===== config.mk =====
export PLATFORM = sky130hd
export DESIGN_NAME = aes_round_sequencer_flat
export DESIGN_NICKNAME = d
export VERILOG_FILES = /design/src/rtl/aes_round_sequencer_if.sv /design/src/rtl/aes_round_sequencer.sv /design/src/flat_wrapper.sv
export SDC_FILE = /design/constraint.sdc
export NUM_CORES = 1
export LEC_CHECK = 0
export ABC_CLOCK_PERIOD_IN_PS = 2200
export CORE_MARGIN = 5
export CORE_UTILIZATION = 39
export DETAILED_ROUTE_END_ITERATION = 6
export PLACE_DENSITY = 0.73
export SLEW_MARGIN = 10
export SYNTH_ARGS = -nofsm -noshare
export SYNTH_HDL_FRONTEND = slang
export SYNTH_SLANG_ARGS = --single-unit

===== constraint.sdc =====
create_clock -name clk -period 2.2 [get_ports clk]
set_input_delay 0.33 -clock clk [delete_from_list [all_inputs] [get_ports clk]]
set_output_delay 0.33 -clock clk [all_outputs]
set_load 0.03 [all_outputs]

===== src/rtl/aes_round_sequencer_if.sv =====
// Handshake and control bundle between the AES round sequencer and its
// environment: start/mode/key-ready inputs, per-cycle op enables and status.
interface aes_round_sequencer_if;
  logic       i_start;
  logic       i_mode;
  logic       i_key_ready;
  logic       o_busy;
  logic       o_done;
  logic       o_load_state;
  logic       o_sub_en;
  logic       o_shift_en;
  logic       o_mix_en;
  logic       o_ark_en;
  logic       o_inv;
  logic [3:0] o_round;
  logic [3:0] o_key_sel;

  modport master (
    output i_start, i_mode, i_key_ready,
    input  o_busy, o_done, o_load_state, o_sub_en, o_shift_en, o_mix_en,
           o_ark_en, o_inv, o_round, o_key_sel
  );

  modport slave (
    input  i_start, i_mode, i_key_ready,
    output o_busy, o_done, o_load_state, o_sub_en, o_shift_en, o_mix_en,
           o_ark_en, o_inv, o_round, o_key_sel
  );
endinterface


===== src/rtl/aes_round_sequencer.sv =====
// Iterative AES round scheduler: steps a one-round datapath through LOAD, INIT
// (AddRoundKey), NR-1 full rounds and a final round, stalling on key readiness.
module aes_round_sequencer #(
  parameter int NR = 10
) (
  input  logic                  clk,
  input  logic                  reset,
  aes_round_sequencer_if.slave  bus
);

  typedef enum logic [2:0] {
    S_IDLE,
    S_LOAD,
    S_INIT,
    S_ROUND,
    S_FINAL,
    S_DONE
  } state_t;

  localparam logic [3:0] LP_NR   = 4'(NR);
  localparam logic [3:0] LP_LAST = 4'(NR - 1);

  state_t     r_state, w_state_nxt;
  logic [3:0] r_round, w_round_nxt;
  logic       r_inv, w_inv_nxt;
  logic [3:0] w_key_sel;
  logic       w_kr;

  assign w_kr = bus.i_key_ready;

  always_ff @(posedge clk or posedge reset) begin
    if (reset) begin
      r_state <= S_IDLE;
      r_round <= 4'd0;
      r_inv   <= 1'b0;
    end else begin
      r_state <= w_state_nxt;
      r_round <= w_round_nxt;
      r_inv   <= w_inv_nxt;
    end
  end

  always_comb begin
    w_state_nxt = r_state;
    w_round_nxt = r_round;
    w_inv_nxt   = r_inv;
    case (r_state)
      S_IDLE: begin
        if (bus.i_start) begin
          w_state_nxt = S_LOAD;
          w_round_nxt = 4'd0;
          w_inv_nxt   = bus.i_mode;
        end
      end
      S_LOAD: w_state_nxt = S_INIT;
      S_INIT: begin
        if (w_kr) begin
          w_round_nxt = 4'd1;
          w_state_nxt = (NR > 1) ? S_ROUND : S_FINAL;
        end
      end
      S_ROUND: begin
        if (w_kr) begin
          w_round_nxt = r_round + 4'd1;
          if (r_round == LP_LAST) w_state_nxt = S_FINAL;
        end
      end
      S_FINAL: if (w_kr) w_state_nxt = S_DONE;
      S_DONE:  w_state_nxt = S_IDLE;
      default: w_state_nxt = S_IDLE;
    endcase
  end

  // Key index runs backwards when decrypting so the schedule is walked NR..0.
  always_comb begin
    w_key_sel = 4'd0;
    case (r_state)
      S_INIT:  w_key_sel = r_inv ? LP_NR : 4'd0;
      S_ROUND: w_key_sel = r_inv ? (LP_NR - r_round) : r_round;
      S_FINAL: w_key_sel = r_inv ? 4'd0 : LP_NR;
      default: w_key_sel = 4'd0;
    endcase
  end

  assign bus.o_busy       = (r_state != S_IDLE);
  assign bus.o_done       = (r_state == S_DONE);
  assign bus.o_load_state = (r_state == S_LOAD);
  assign bus.o_ark_en     = w_kr && ((r_state == S_INIT) || (r_state == S_ROUND) ||
                                     (r_state == S_FINAL));
  assign bus.o_sub_en     = w_kr && ((r_state == S_ROUND) || (r_state == S_FINAL));
  assign bus.o_shift_en   = w_kr && ((r_state == S_ROUND) || (r_state == S_FINAL));
  assign bus.o_mix_en     = w_kr && (r_state == S_ROUND);
  assign bus.o_inv        = r_inv;
  assign bus.o_round      = r_round;
  assign bus.o_key_sel    = w_key_sel;

endmodule

===== src/flat_wrapper.sv =====
// flat-port wrapper written by rule: the top's interface ports become plain ports
module aes_round_sequencer_flat 
#(
  parameter int NR = 10
)
  (clk, reset, bus_i_start, bus_i_mode, bus_i_key_ready, bus_o_busy, bus_o_done, bus_o_load_state, bus_o_sub_en, bus_o_shift_en, bus_o_mix_en, bus_o_ark_en, bus_o_inv, bus_o_round, bus_o_key_sel);
  aes_round_sequencer_if bus_i ();
  input  logic clk;
  input  logic reset;
  input wire logic [$bits(bus_i.i_start)-1:0] bus_i_start;
  input wire logic [$bits(bus_i.i_mode)-1:0] bus_i_mode;
  input wire logic [$bits(bus_i.i_key_ready)-1:0] bus_i_key_ready;
  output wire logic [$bits(bus_i.o_busy)-1:0] bus_o_busy;
  output wire logic [$bits(bus_i.o_done)-1:0] bus_o_done;
  output wire logic [$bits(bus_i.o_load_state)-1:0] bus_o_load_state;
  output wire logic [$bits(bus_i.o_sub_en)-1:0] bus_o_sub_en;
  output wire logic [$bits(bus_i.o_shift_en)-1:0] bus_o_shift_en;
  output wire logic [$bits(bus_i.o_mix_en)-1:0] bus_o_mix_en;
  output wire logic [$bits(bus_i.o_ark_en)-1:0] bus_o_ark_en;
  output wire logic [$bits(bus_i.o_inv)-1:0] bus_o_inv;
  output wire logic [$bits(bus_i.o_round)-1:0] bus_o_round;
  output wire logic [$bits(bus_i.o_key_sel)-1:0] bus_o_key_sel;
  assign bus_i.i_start = bus_i_start;
  assign bus_i.i_mode = bus_i_mode;
  assign bus_i.i_key_ready = bus_i_key_ready;
  assign bus_o_busy = bus_i.o_busy;
  assign bus_o_done = bus_i.o_done;
  assign bus_o_load_state = bus_i.o_load_state;
  assign bus_o_sub_en = bus_i.o_sub_en;
  assign bus_o_shift_en = bus_i.o_shift_en;
  assign bus_o_mix_en = bus_i.o_mix_en;
  assign bus_o_ark_en = bus_i.o_ark_en;
  assign bus_o_inv = bus_i.o_inv;
  assign bus_o_round = bus_i.o_round;
  assign bus_o_key_sel = bus_i.o_key_sel;
  aes_round_sequencer #(.NR(NR)) u_core (.clk(clk), .reset(reset), .bus(bus_i));
endmodule

# After elaboration in Yosys (flattened, before gate mapping)
# Index checks and enable logic that the tools add are counted.
# totals
ff_bits	8
in_bits	5
out_inout_bits	16
elab_cells	42
# classes
reduce_logical	12
n_eq_ne	11
add_sub_neg	2
mux	14
# op_table
op	n
$mux 4	6
$pmux 4 s3	2
$mux 3	5
$pmux 3 s5	1
$ne 2x2->1 const B	4
$eq 3x2->1 const B	2
$eq 3x3->1 const B	2
$reduce_bool 3->1	2
$reduce_and 5->1	1
$add 4x1->4 const B	1
$eq 4x4->1 const B	1
$reduce_and 4->1	1
$sub 4x4->4 const A	1
$eq 3x1->1 const B	1
$logic_and 1x1->1	3
$logic_not 3->1	1
$logic_or 1x1->1	3
$ne 2x1->1 const B	1
$reduce_and 2->1	1

# Depth between registers and ports, before layout
# Gate-level depths: netlist of run 1.
# logic_depth
word_depth	4
mapped_depth	5
depth_no_buf	5

# Worst setup path after synthesis of run 1
# No wires, ideal clock.
# synth_timing
path_kind	flip-flop to output port
from	register u_core.r_state[1]
to	output bus_o_sub_en
arrival_time_ns	1.771
path_stages_with_launch	5
slack_ns	0.099
t_required_ns	1.870
path_buffers	2
cell_sequence	dfrtp_1 buf_6 or3b_4 a21oi_1 buf_4
# synth_via
elab_chain_cells	3
word_cells_on_any_way	4
cone_classes	eq/ne (2); reduce/logical (2)
# synth_lines
item	line_no	text
start: declaration	aes_round_sequencer.sv:23	state_t r_state, w_state_nxt;
start signal: assignment	aes_round_sequencer.sv:37	r_state <= w_state_nxt;
$eq 3x2->1 / $eq 3x3->1 (equally long branches)	n/a	
$logic_or 1x1->1 (*)	n/a	
$logic_and 1x1->1 (*)	n/a	
end: declaration	flat_wrapper.sv:16	output wire logic [$bits(bus_i.o_sub_en)-1:0] bus_o_sub_en;
# Mark *: on every way between the ends. The rest lies on a longest branch, timed or not.

# Worst setup path in the final report of run 1
# layout_timing
from	register u_core.r_state[0]
to	output bus_o_load_state
# layout_via
elab_chain_cells	1
# layout_lines
item	line_no	text
$eq 3x1->1	aes_round_sequencer.sv:87	assign bus.o_load_state = (r_state == S_LOAD);
end: declaration	flat_wrapper.sv:15	output wire logic [$bits(bus_i.o_load_state)-1:0] bus_o_load_state;
# Every way passes these cells.

==> impl_metrics.json, run 1 <==
{
  "status": "completed",
  "drtAntennaViolNets": 0,
  "antenna_found_initial": 0,
  "grt_pass1_vias": 580,
  "core_area_sq_um": 1510,
  "finish.utilization_pct": 56.8,
  "clock_sinks": 8,
  "clock_tree.root_cell": "clkbuf_4",
  "cp.required_ps": 1870,
  "cts_made_buffers": 3,
  "nNetsFinal": 104,
  "async_flop_share_pct": 100,
  "grt_max_degree": 12,
  "clk_pin_slew_ps": 60,
  "synth-seq-cells": 8,
  "critical_path_class": "reg -> out",
  "synth_edf_count": 0,
  "syn-mean-instance-area_sq_um": 8.88,
  "synth_ff_type": "dfrtp_1",
  "grt_setup_unrepaired": "false",
  "rows": 14,
  "post-synth-top-area-cell": "dfrtp_1",
  "clk_latency_ps": 260,
  "end_kind": "primary output",
  "tightest_slew_ps": 340,
  "dp_hpwl_mm": 1.16,
  "final_common_cell": "clkdlybuf4s50_1",
  "worstPathCellList": "buf_4, inv_1, nor3_1, clkdlybuf4s50_1",
  "r2r-start": "u_core.r_state[2]",
  "power.density_nw_per_um2": 1800,
  "viasPerCell": 5.39,
  "firstDrtPassIters": 4,
  "syn2layout_area_growth_pct": 37.6,
  "grt_pass1_wl_mm": 2.58,
  "routed_wl_mm": 1.49,
  "yosys_warnings": 0,
  "path_max_fanout": 11,
  "overflow": 0,
  "cp-start-kind": "flip-flop",
  "min_period_ps": 2080,
  "vias": 593,
  "drt-initial-drc-count": 14,
  "hp-class": "in -> async",
  "final_layout_size_suffix_gt1_share_pct": 21.3,
  "mappedNetlistArea_sq_um": 622,
  "power_leakage_nw": 0.408,
  "synth_top_area_share_pct": 32.2,
  "syn-num-nets": 78,
  "cpMaxStageDelayCell": "clkdlybuf4s50_1",
  "max_stage_delay_ps": 690,
  "setup_tns_ps": 0,
  "syn_inst": 70,
  "ys_seq_area_share_pct": 32.2,
  "wl_per_cell_um": 13.5,
  "peakVddDrop_mv": 0.621,
  "cts_tree": "done",
  "finalClockSkew_ps": 6.53,
  "hold_violations": 0,
  "place.gp.congestion": 0.827,
  "maxCapViolCount": 0,
  "initial_core_util_pct": 41.3,
  "fp.dieArea_sq_um": 2490,
  "critPathArrivalTime_ps": 1750,
  "die_h_um": 49.9,
  "setup_viol": 0,
  "yosys-top-cells-area": "dfrtp_1, ha_1, buf_6",
  "die_x_um": 49.9,
  "fin_hold_ws_ps": 327,
  "drc": 0,
  "clk_path_buf_depth": 2,
  "crit_path_start": "u_core.r_state[0]",
  "cts.htree.levels": 1,
  "fin_crit_sh_pct": 94.6,
  "fmax_ghz": 0.480,
  "maxSlewHeadroom_pct": 77.3,
  "synth_cell_types": 31,
  "maxSlewViolCount": 0,
  "ios": 21,
  "io_buffers": 20,
  "grtUsageTotal_pct": 13.4,
  "antenna_cells": 0,
  "final_cell_mix": "clkdlybuf4s50_1, dfrtp_1, nor2_1, buf_4"
}
## flip-flops by register name, summed over array words and instances (netlist names)
name / count
u_core.bus.o_inv: 1
u_core.r_state: 3
u_core.bus.o_round: 4
## cell type report
cell class / count / area [sq um]
Fill cell: 140 / 651
Multi-Input combinational cell: 52 / 358
Timing Repair Buffer: 25 / 233
Sequential cell: 8 / 200
Clock buffer: 3 / 22.5
Inverter: 6 / 22.5
Tap cell: 16 / 20.0
## Yosys cell counts, types with 2 or more instances
cell	number
nand2_1	6
a21oi_1	5
nor3_1	4
a31oi_1	2
nor2_1	7
ha_1	3
mux2_2	3
buf_6	3
inv_1	6
dfrtp_1	8
o21ai_0	3
## layer usage
| layer | GRT usage, % | routed length [um] | vias to the layer above |
|---|---|---|---|
| li1 | - | - | 290 |
| met1 | 15.5 | 644 | 268 |
| met2 | 21.4 | 689 | 31 |
| met3 | 3.31 | 121 | 4 |
| met4 | 9.17 | 33 | 0 |
| met5 | 0 | 0 | - |
## kinds of logic (layout without fill, tap and decap cells)
family,count (synthesis),in the layout,synth area share (%)
fa+ha+maj,3,3,6.04
simple gates,28,28,25.8
xor+xnor,2,2,2.82
compound gates,15,15,15.9
mux,4,4,7.04
flops,8,8,32.2
buf+inv,10,34,10.3
## through the flow
| stage | setup WS (ps) | power (mW) | cells | area, sq um |
|---|---|---|---|---|
| 4_1_cts | 14.0 | 1.56 | 110 | 851 |
| 5_1_grt | 33.0 | 1.65 | 110 | 856 |
| 6_report | 118 | 1.54 | 110 | 856 |
| 3_5_place_dp | 102 | 1.46 | 107 | 833 |
| 3_3_place_gp | 131 | 1.44 | 107 | 833 |
| 2_1_floorplan | 98.9 | 1.07 | 70 | 622 |
## worst paths after layout
path,end,slack [ps],cells past startpoint
min in group clk,u_core.r_state[0],580,1
max reg2reg,u_core.bus.o_round[0],660,4
min reg2reg,u_core.r_state[0],580,1
min,u_core.bus.o_round[3],330,2
max,bus_o_load_state,120,4
max in group asynchronous,u_core.bus.o_round[2],1620,2
## worst max-delay path: cells and delay by family, from the launching register on
kind,cells,cell delay [ps]
flops,1,350
simple gates,1,170
buf+inv,3,970
## what timing repair did
item,CTS,global route
hold buffers,0,0
hold endpoints to repair,0,0
pin swaps,0,0
gates resized for setup,4,2
setup endpoints to repair,4,2
setup buffers,0,0
## power breakdown
group	internal, mW	switching [mW]
logic	0.458	0.684
clock network	0.0627	0.0535
registers	0.213	0.0728
Note: power is estimated with default switching activity, not from simulation.
==> run 2: changes to the inputs <==
--- a/config.mk
+++ b/config.mk
@@ -9,6 +9,7 @@
 export CORE_MARGIN = 5
 export CORE_UTILIZATION = 39
 export DETAILED_ROUTE_END_ITERATION = 6
+export MAX_ROUTING_LAYER = met4
 export PLACE_DENSITY = 0.73
 export SLEW_MARGIN = 10
 export SYNTH_ARGS = -nofsm -noshare
==> run 2 against run 1 <==
Net effect: combinational power barely moved; via count fell by 0.17%; largest cell class unchanged; worst hold slack hardly changed; sequential share of layout area did not move; global-route usage grew 0.42 points; critical path type unchanged; first-iteration DRC count is the same; cell area did not move; die area did not move; setup slack improved by 1.7 ps; total power increased by 0.10%; critical endpoint unchanged; sequential power about the same.
==> impl_metrics.json, run 2 (synthesized netlist as in run 1, its figures left out) <==
{
  "wl_per_cell_um": 13.5,
  "clock_sinks": 8,
  "cts.htree.levels": 1,
  "fin_hold_ws_ps": 326,
  "hold_violations": 0,
  "grt_setup_unrepaired": "false",
  "die_x_um": 49.9,
  "cts_made_buffers": 3,
  "drt-initial-drc-count": 14,
  "viasPerCell": 5.38,
  "power_leakage_nw": 0.408,
  "finalClockSkew_ps": 6.54,
  "place.gp.congestion": 0.840,
  "fp.dieArea_sq_um": 2490,
  "antenna_found_initial": 0,
  "clk_latency_ps": 260,
  "fin_ws_ps": 120,
  "clock_tree.root_cell": "clkbuf_4",
  "grtUsageTotal_pct": 13.8,
  "pre_cts_slack_ps": 102,
  "io_buffers": 20,
  "clk_pin_slew_ps": 60,
  "ios": 21,
  "grt.busiest_layer": "met2",
  "cp.required_ps": 1870,
  "core_area_sq_um": 1510,
  "cpMaxStageDelayCell": "clkdlybuf4s50_1",
  "drc": 0,
  "tightest_slew_ps": 339,
  "grt_pass1_wl_mm": 2.59,
  "power.density_nw_per_um2": 1810,
  "maxSlewHeadroom_pct": 77.4,
  "rows": 14,
  "grt_use_met3_pct": 2.71,
  "die_h_um": 49.9,
  "min_period_ps": 2080,
  "maxSlewViolCount": 0,
  "drtAntennaViolNets": 0,
  "syn2layout_area_growth_pct": 37.6,
  "critPathArrivalTime_ps": 1750,
  "cp-start-kind": "flip-flop",
  "final_cells": 110,
  "cts_tree": "done",
  "grt_pass1_vias": 578,
  "hp-class": "in -> async",
  "hold_buffers": 0,
  "fmax_ghz": 0.481,
  "critical_path_class": "reg -> out",
  "path_max_fanout": 11,
  "final_cell_mix": "clkdlybuf4s50_1, dfrtp_1, nor2_1, buf_4",
  "overflow": 0,
  "final_layout_size_suffix_gt1_share_pct": 21.3,
  "peakVddDrop_mv": 0.621,
  "antenna_cells": 0,
  "maxCapViolCount": 0,
  "fin_crit_sh_pct": 94.6,
  "grtUsageMet2_pct": 21.4,
  "final_common_cell": "clkdlybuf4s50_1",
  "clk_path_buf_depth": 2,
  "reg2reg_depth": 4,
  "setup_tns_ps": 0,
  "worstPathCellList": "buf_4, inv_1, nor3_1, clkdlybuf4s50_1",
  "nNetsFinal": 104,
  "max_stage_delay_ps": 690,
  "setup_viol": 0,
  "initial_core_util_pct": 41.3,
  "firstDrtPassIters": 4,
  "routed_wl_mm": 1.49,
  "end_kind": "primary output",
  "dp_hpwl_mm": 1.16,
  "vias": 592,
  "dp_cells": 107,
  "grt_util_met1_pct": 16.0,
  "grt_max_degree": 12,
  "status": "completed",
  "largest_reg_flops": 4
}
[run 2: power breakdown]
part / switching [mW] / leakage, nW / internal [mW]
registers: 0.0730 / 0.0963 / 0.213
clock network: 0.0536 / 0.0138 / 0.0627
logic: 0.685 / 0.298 / 0.458
total: 0.812 / 0.408 / 0.734
[run 2: worst max-delay path: cells and delay by family (launching register included)]
kind                   cells  cell delay, ps
and+or+nand+nor            1             170
buffers and inverters      3             970
DFF                        1             350
[run 2: layer usage]
| layer | vias to the layer above | wire length, um |
|---|---|---|
| met5 | - | 0 |
| li1 | 290 | - |
| met3 | 4 | 107 |
| met4 | 0 | 33 |
| met1 | 267 | 660 |
| met2 | 31 | 687 |
[run 2: timing repair]
item,in CTS,in global routing
gates cloned,0,0
endpoints found under the setup margin,4,2
buffers inserted,0,0
resized for setup,4,2
pin swaps,0,0
[run 2: cell type report]
| class | count | area, sq um |
|---|---|---|
| Fill cell | 140 | 651 |
| Multi-Input combinational cell | 52 | 358 |
| Timing Repair Buffer | 25 | 233 |
| Sequential cell | 8 | 200 |
| Clock buffer | 3 | 22.5 |
| Inverter | 6 | 22.5 |
| Tap cell | 16 | 20.0 |
[run 2: path summary, 6_finish.rpt]
path                                   start                    end  slack (ps)
setup / recovery           u_core.r_state[0]       bus_o_load_state         120
hold / removal                         reset  u_core.bus.o_round[3]         330
setup reg to reg           u_core.r_state[2]  u_core.bus.o_round[0]         660
hold reg to reg            u_core.r_state[2]      u_core.r_state[0]         580
max in group asynchronous              reset  u_core.bus.o_round[2]        1620
min in group clk           u_core.r_state[2]      u_core.r_state[0]         580
[run 2: stage by stage]
stage	cell area [sq um]	utilization [%]	total power [mW]
floorplan	622	-	1.07
global placement	833	55.3	1.44
detailed placement	833	55.3	1.46
CTS	851	56.5	1.56
finish	856	56.8	1.55
global route	856	56.8	1.65
